$ cat config.mk
export PLATFORM = sky130hd
export DESIGN_NAME = p2s_serializer
export DESIGN_NICKNAME = d
export VERILOG_FILES = /design/src/rtl/p2s_pkg.sv /design/src/rtl/p2s_bit_counter.sv /design/src/rtl/p2s_serializer.sv
export SDC_FILE = /design/constraint.sdc
export NUM_CORES = 1
export LEC_CHECK = 0
export ABC_AREA = 1
export CAP_MARGIN = 20
export CORE_AREA = 2 2 44 42
export DETAILED_ROUTE_END_ITERATION = 7
export DIE_AREA = 0 0 46 44
export MAX_ROUTING_LAYER = met4
export PLACE_DENSITY = 0.66
export SKIP_LAST_GASP = 1
export SLEW_MARGIN = 10
export SYNTH_ARGS = -nofsm -noshare
export SYNTH_HDL_FRONTEND = slang
export SYNTH_SLANG_ARGS = --single-unit
export TNS_END_PERCENT = 100
$ cat constraint.sdc
create_clock -name CLK -period 1.4 [get_ports CLK]
set_input_delay 0.14 -clock CLK [delete_from_list [all_inputs] [get_ports CLK]]
set_output_delay 0.14 -clock CLK [all_outputs]
set_load 0.03 [all_outputs]
$ cat src/rtl/p2s_pkg.sv
`default_nettype none
// ============================================================================
// Module   : p2s_pkg
// Brief    : Shared constants and helpers for the parallel/serial link blocks
//            (state encoding, counter-width helper, default idle line level).
// Revision : 1.0 - initial release
// ============================================================================
package p2s_pkg;

  // Serializer state encoding
  localparam logic [0:0] ST_IDLE  = 1'b0;
  localparam logic [0:0] ST_SHIFT = 1'b1;

  // Default level of the serial line between words
  localparam logic P2S_IDLE_VAL = 1'b0;

  // Bits needed to count 0..w-1; never less than one bit
  function automatic int cnt_width(input int w);
    int r;
    for (r = 0; (1 << r) < w; r++) begin
    end
    return (r < 1) ? 1 : r;
  endfunction

endpackage
`default_nettype wire

$ cat src/rtl/p2s_bit_counter.sv
`default_nettype none
// ============================================================================
// Module   : p2s_bit_counter
// Brief    : Mod-WIDTH bit counter with clear, load and enable, plus a flag
//            that marks the last bit position of a word.
// Revision : 1.0 - initial release
// ============================================================================
module p2s_bit_counter #(
  parameter int WIDTH = 8,
  parameter int CW    = 3
) (
  input  logic          clk_i,
  input  logic          rst_i,
  input  logic          clr_i,
  input  logic          load_i,
  input  logic [CW-1:0] load_val_i,
  input  logic          en_i,
  output logic          last_o
);

  localparam logic [CW-1:0] C_LAST = CW'(WIDTH - 1);

  logic [CW-1:0] cnt_q;
  logic [CW-1:0] cnt_d;

  // Next count: clear beats load beats increment; wraps after the last bit
  always_comb begin
    cnt_d = cnt_q;
    if (clr_i) begin
      cnt_d = '0;
    end else if (load_i) begin
      cnt_d = load_val_i;
    end else if (en_i) begin
      cnt_d = (cnt_q == C_LAST) ? '0 : cnt_q + 1'b1;
    end
  end

  // Count register
  always_ff @(posedge clk_i) begin
    if (rst_i) begin
      cnt_q <= '0;
    end else begin
      cnt_q <= cnt_d;
    end
  end

  assign last_o = (cnt_q == C_LAST);

endmodule
`default_nettype wire

$ cat src/rtl/p2s_serializer.sv
`default_nettype none
// ============================================================================
// Module   : p2s_serializer
// Brief    : Parallel-to-serial converter with ready/valid word input,
//            selectable bit order, optional gapless streaming, idle line
//            level and a first-bit frame marker.
// Revision : 1.0 - initial release
// ============================================================================
module p2s_serializer
  import p2s_pkg::*;
#(
  parameter int   WIDTH        = 8,
  parameter bit   MSB_FIRST    = 1'b1,
  parameter logic IDLE_VAL     = P2S_IDLE_VAL,
  parameter bit   BACK_TO_BACK = 1'b1
) (
  input  logic             CLK,
  input  logic             RESET,
  input  logic             ENB,
  input  logic [WIDTH-1:0] data_in,
  input  logic             valid_in,
  output logic             ready_out,
  output logic             serial_out,
  output logic             valid_out,
  output logic             frame_start,
  output logic             busy
);

  localparam int CW = cnt_width(WIDTH);

  logic [0:0]       state_q, state_d;
  logic [WIDTH-1:0] shreg_q, shreg_d;
  logic             ser_q, ser_d;
  logic             vld_q, vld_d;
  logic             frm_q, frm_d;

  logic             last_w;
  logic             accept_w;
  logic             in_shift_w;
  logic             first_bit_w;
  logic [WIDTH-1:0] data_adv_w;
  logic             next_bit_w;
  logic [WIDTH-1:0] shreg_adv_w;

  assign in_shift_w = (state_q == ST_SHIFT);

  // Ready from registered state only; a new word may overlap the last bit
  // when streaming is enabled
  assign ready_out = ENB & ~RESET &
                     ((state_q == ST_IDLE) | (BACK_TO_BACK & in_shift_w & last_w));
  assign accept_w  = valid_in & ready_out;

  // The first bit leaves directly from data_in; the register keeps the rest
  assign first_bit_w = MSB_FIRST ? data_in[WIDTH-1] : data_in[0];
  assign data_adv_w  = MSB_FIRST ? (data_in << 1) : (data_in >> 1);
  assign next_bit_w  = MSB_FIRST ? shreg_q[WIDTH-1] : shreg_q[0];
  assign shreg_adv_w = MSB_FIRST ? (shreg_q << 1) : (shreg_q >> 1);

  p2s_bit_counter #(
    .WIDTH (WIDTH),
    .CW    (CW)
  ) u_bit_counter (
    .clk_i      (CLK),
    .rst_i      (RESET),
    .clr_i      (~ENB | (in_shift_w & last_w & ~accept_w)),
    .load_i     (accept_w),
    .load_val_i ('0),
    .en_i       (in_shift_w),
    .last_o     (last_w)
  );

  // Next state and output values: flush, load a new word, shift, or go idle
  always_comb begin
    state_d = state_q;
    shreg_d = shreg_q;
    ser_d   = IDLE_VAL;
    vld_d   = 1'b0;
    frm_d   = 1'b0;
    if (!ENB) begin
      state_d = ST_IDLE;
      shreg_d = '0;
    end else if (accept_w) begin
      state_d = ST_SHIFT;
      shreg_d = data_adv_w;
      ser_d   = first_bit_w;
      vld_d   = 1'b1;
      frm_d   = 1'b1;
    end else if (in_shift_w && !last_w) begin
      shreg_d = shreg_adv_w;
      ser_d   = next_bit_w;
      vld_d   = 1'b1;
    end else begin
      state_d = ST_IDLE;
    end
  end

  // State, shift register and registered serial outputs
  always_ff @(posedge CLK) begin
    if (RESET) begin
      state_q <= ST_IDLE;
      shreg_q <= '0;
      ser_q   <= IDLE_VAL;
      vld_q   <= 1'b0;
      frm_q   <= 1'b0;
    end else begin
      state_q <= state_d;
      shreg_q <= shreg_d;
      ser_q   <= ser_d;
      vld_q   <= vld_d;
      frm_q   <= frm_d;
    end
  end

  assign serial_out  = ser_q;
  assign valid_out   = vld_q;
  assign frame_start = frm_q;
  assign busy        = in_shift_w;

endmodule
`default_nettype wire
==> metrics <==
most frequent cells in the layout nor2_1, nand2_1, dfxtp_1; worst r2r src u_bit_counter.cnt_q[1]$_SDFFE_PP0P_; GRT Total Usage 15.5%; clock buffer count from CTS 3; total gr overflow 0; IO Count 17; first-pass GRT wire length 2150 um; CTS Buffer Depth 2; Final setup viols 1; Hold Path End serial_out$_SDFF_PP0_; post-synthesis compound-gate area fraction 7.14%; Area Growth Syn to Fin 47.5%; largest family of logic cells by synthesized area simple AND/OR/NAND/NOR gates; clock sink total 14; CTS tree built; Synth cell types 16; reg2reg path depth 8; Clock Pin Slew Worst Setup and Hold Paths 90 ps; syn_area_per_cell 7.04 um^2; core area 1580 um^2; layout cells sized above 1 19.5%; Post-Place Worst Slack 19.5 ps; final setup TNS -3.10 ps; Hold Worst Slack 413 ps; WL per Instance 10.4 um; GR Util met2 21.1%; Final nets 133; hold_sp data_in[7]; die span in x 46 um; Slew headroom 80.0%; minimum clock period 1400 ps; die area 2020 um^2; Bufs and invs on worst path 1; ANT nets after route 0; Post-Synth Adder-Cell Area 3.86%; DRC viols 0; fin crit share 100%; Peak VDD IR 534 uV; 1st-iter DRT viols 2; GP Congestion 0.775; Worst Hold Depth 3; mux share of post-synthesis cell area 0%; Simple-Gate Fraction of Synth Area 36.9%; P per Cell Area 858 nW/um^2; worst clock skew 2.44 ps; commonest non-fill, non-tap cell in the layout nor2_1; grt met1 use 19.8%; Vias/cell 4.81; Crit path required time 1260 ps; global route hottest layer met2; Final Hold Fails 0; vias in the first global route 519; Syn Nets 106; initial antenna violation count 0; #FFs+latches synth 14; r2r setup slk 90 ps; family with the most delay on the worst path flip-flops; GR met3 Demand/Resource 3.75%; Peak Freq 713 MHz; Die Span Y 44 um; num rows 14; failing checks negative setup slack; ordered cell list for the critical path ha_4 > ha_4 > nor2_4 > nor2_4 > buf_6; R2R Path End shreg_q[1]$_SDFFE_PP0P_; Crit Path Class flop to output pin; DP HPWL 981 um; Leakage 0.408 nW; DRT Pass-1 Iters 2; crit start category flop; sequential fraction of the synthesis area 43.2%; CTS Hold Buffers Added 0; crit path DAT 1260 ps; status finished with violations; htree depth 1; Hold WC Path Type primary input to flop; clk_lat worst skew 280 ps; Synth Instances 92; Port Buffers 16; Post-Synth XOR/XNOR Area 0%; RSZ-0062 raised after global routing true; Initial Utilization 41.1%; Post-Syn Area 648 um^2; Ant. Diodes 0; Slew @ Worst Pin 301 ps; MaxCap Viol Count 0; Root Buffer clkbuf_4; Yosys Warn Count 0; CP Capture Type output pin; total wire length 1390 um; routed vias 644; CP max stage cell dfxtp_2; Crit Path Max Fanout 2; count of pins over their slew limit 0; slowest cell delay on critical path 350 ps; Final WS setup -3.10 ps; largest net degree at the start of global routing 10
## layer usage
| metal | up-vias | wire length [um] |
|---|---|---|
| met5 | - | 0 |
| met4 | 0 | 18 |
| met3 | 2 | 59 |
| met2 | 13 | 653 |
| met1 | 292 | 658 |
| li1 | 337 | - |
## worst reg2reg max path: cells and delay by family, from the launching register on
kind	cells	cell delay, ps
fa+ha+maj	2	320
simple gates	2	200
compound gates	2	200
flops	1	350
buf+inv	2	160
## per-stage QoR
step           power (mW)  utilization (%)  std cells  cell area, um^2
2_1_floorplan       0.467                -         92              651
3_3_place_gp        0.526             55.4        128              873
3_5_place_dp        0.526             55.4        128              873
4_1_cts             0.825             57.9        133              912
5_1_grt             0.867             60.6        134              956
6_report            0.821             60.6        134              956
## worst max path at each step
stage                                         from  cells past startpoint                 endpoint
6_report       u_bit_counter.cnt_q[1]$_SDFFE_PP0P_                      5                ready_out
5_1_grt        u_bit_counter.cnt_q[1]$_SDFFE_PP0P_                      5                ready_out
4_1_cts        u_bit_counter.cnt_q[0]$_SDFFE_PP0P_                      5                ready_out
3_5_place_dp   u_bit_counter.cnt_q[0]$_SDFFE_PP0P_                      8  shreg_q[7]$_SDFFE_PP0P_
3_3_place_gp                                   ENB                      6    serial_out$_SDFF_PP0_
2_1_floorplan  u_bit_counter.cnt_q[0]$_SDFFE_PP0P_                      6  shreg_q[1]$_SDFFE_PP0P_
## area by class of cell
cell class / count / area (um^2)
clock buffers: 4 / 36.3
fillers: 152 / 621
inverters: 12 / 45.0
multi-input cells: 64 / 343
flip-flops and latches: 14 / 283
well taps: 16 / 20.0
repair buffers: 24 / 229
## synthesized netlist by cell type (all sizes together)
cell type	instances	area, um^2
inv	12	45.0
nand2	22	85.1
nand3	1	5.00
a21oi	5	25.0
nor2	25	101
nand4	6	37.5
dfxtp	14	280
buf	2	12.5
o21ai	2	21.3
ha	2	25.0
nor3	1	10.0
## kinds of logic (layout without fill, tap and decap cells)
logic type,after synthesis,count (layout)
AND/OR/NAND/NOR,55,55
flip-flops,14,14
buffers and inverters,14,40
AO/OA/AOI/OAI,7,7
adder cells (fa/ha/maj),2,2
## flip-flops by register name, summed over array words and instances, names as in the netlist
register	flops
busy	1
frame_start	1
shreg_q	7
u_bit_counter.cnt_q	3
valid_out	1
serial_out	1
## where the power goes
group / internal, mW / leakage (nW) / switching (mW)
Clock: 0.158 / 0.0210 / 0.142
Sequential: 0.404 / 0.114 / 0.00279
Combinational: 0.0598 / 0.273 / 0.0539
## repair_timing
item                                    CTS  global route
buffers inserted                          1             1
pin swaps                                 1             3
gates resized for setup                   4             8
endpoints found under the setup margin    5            14
No activity file was read; power rests on OpenSTA's default activity.
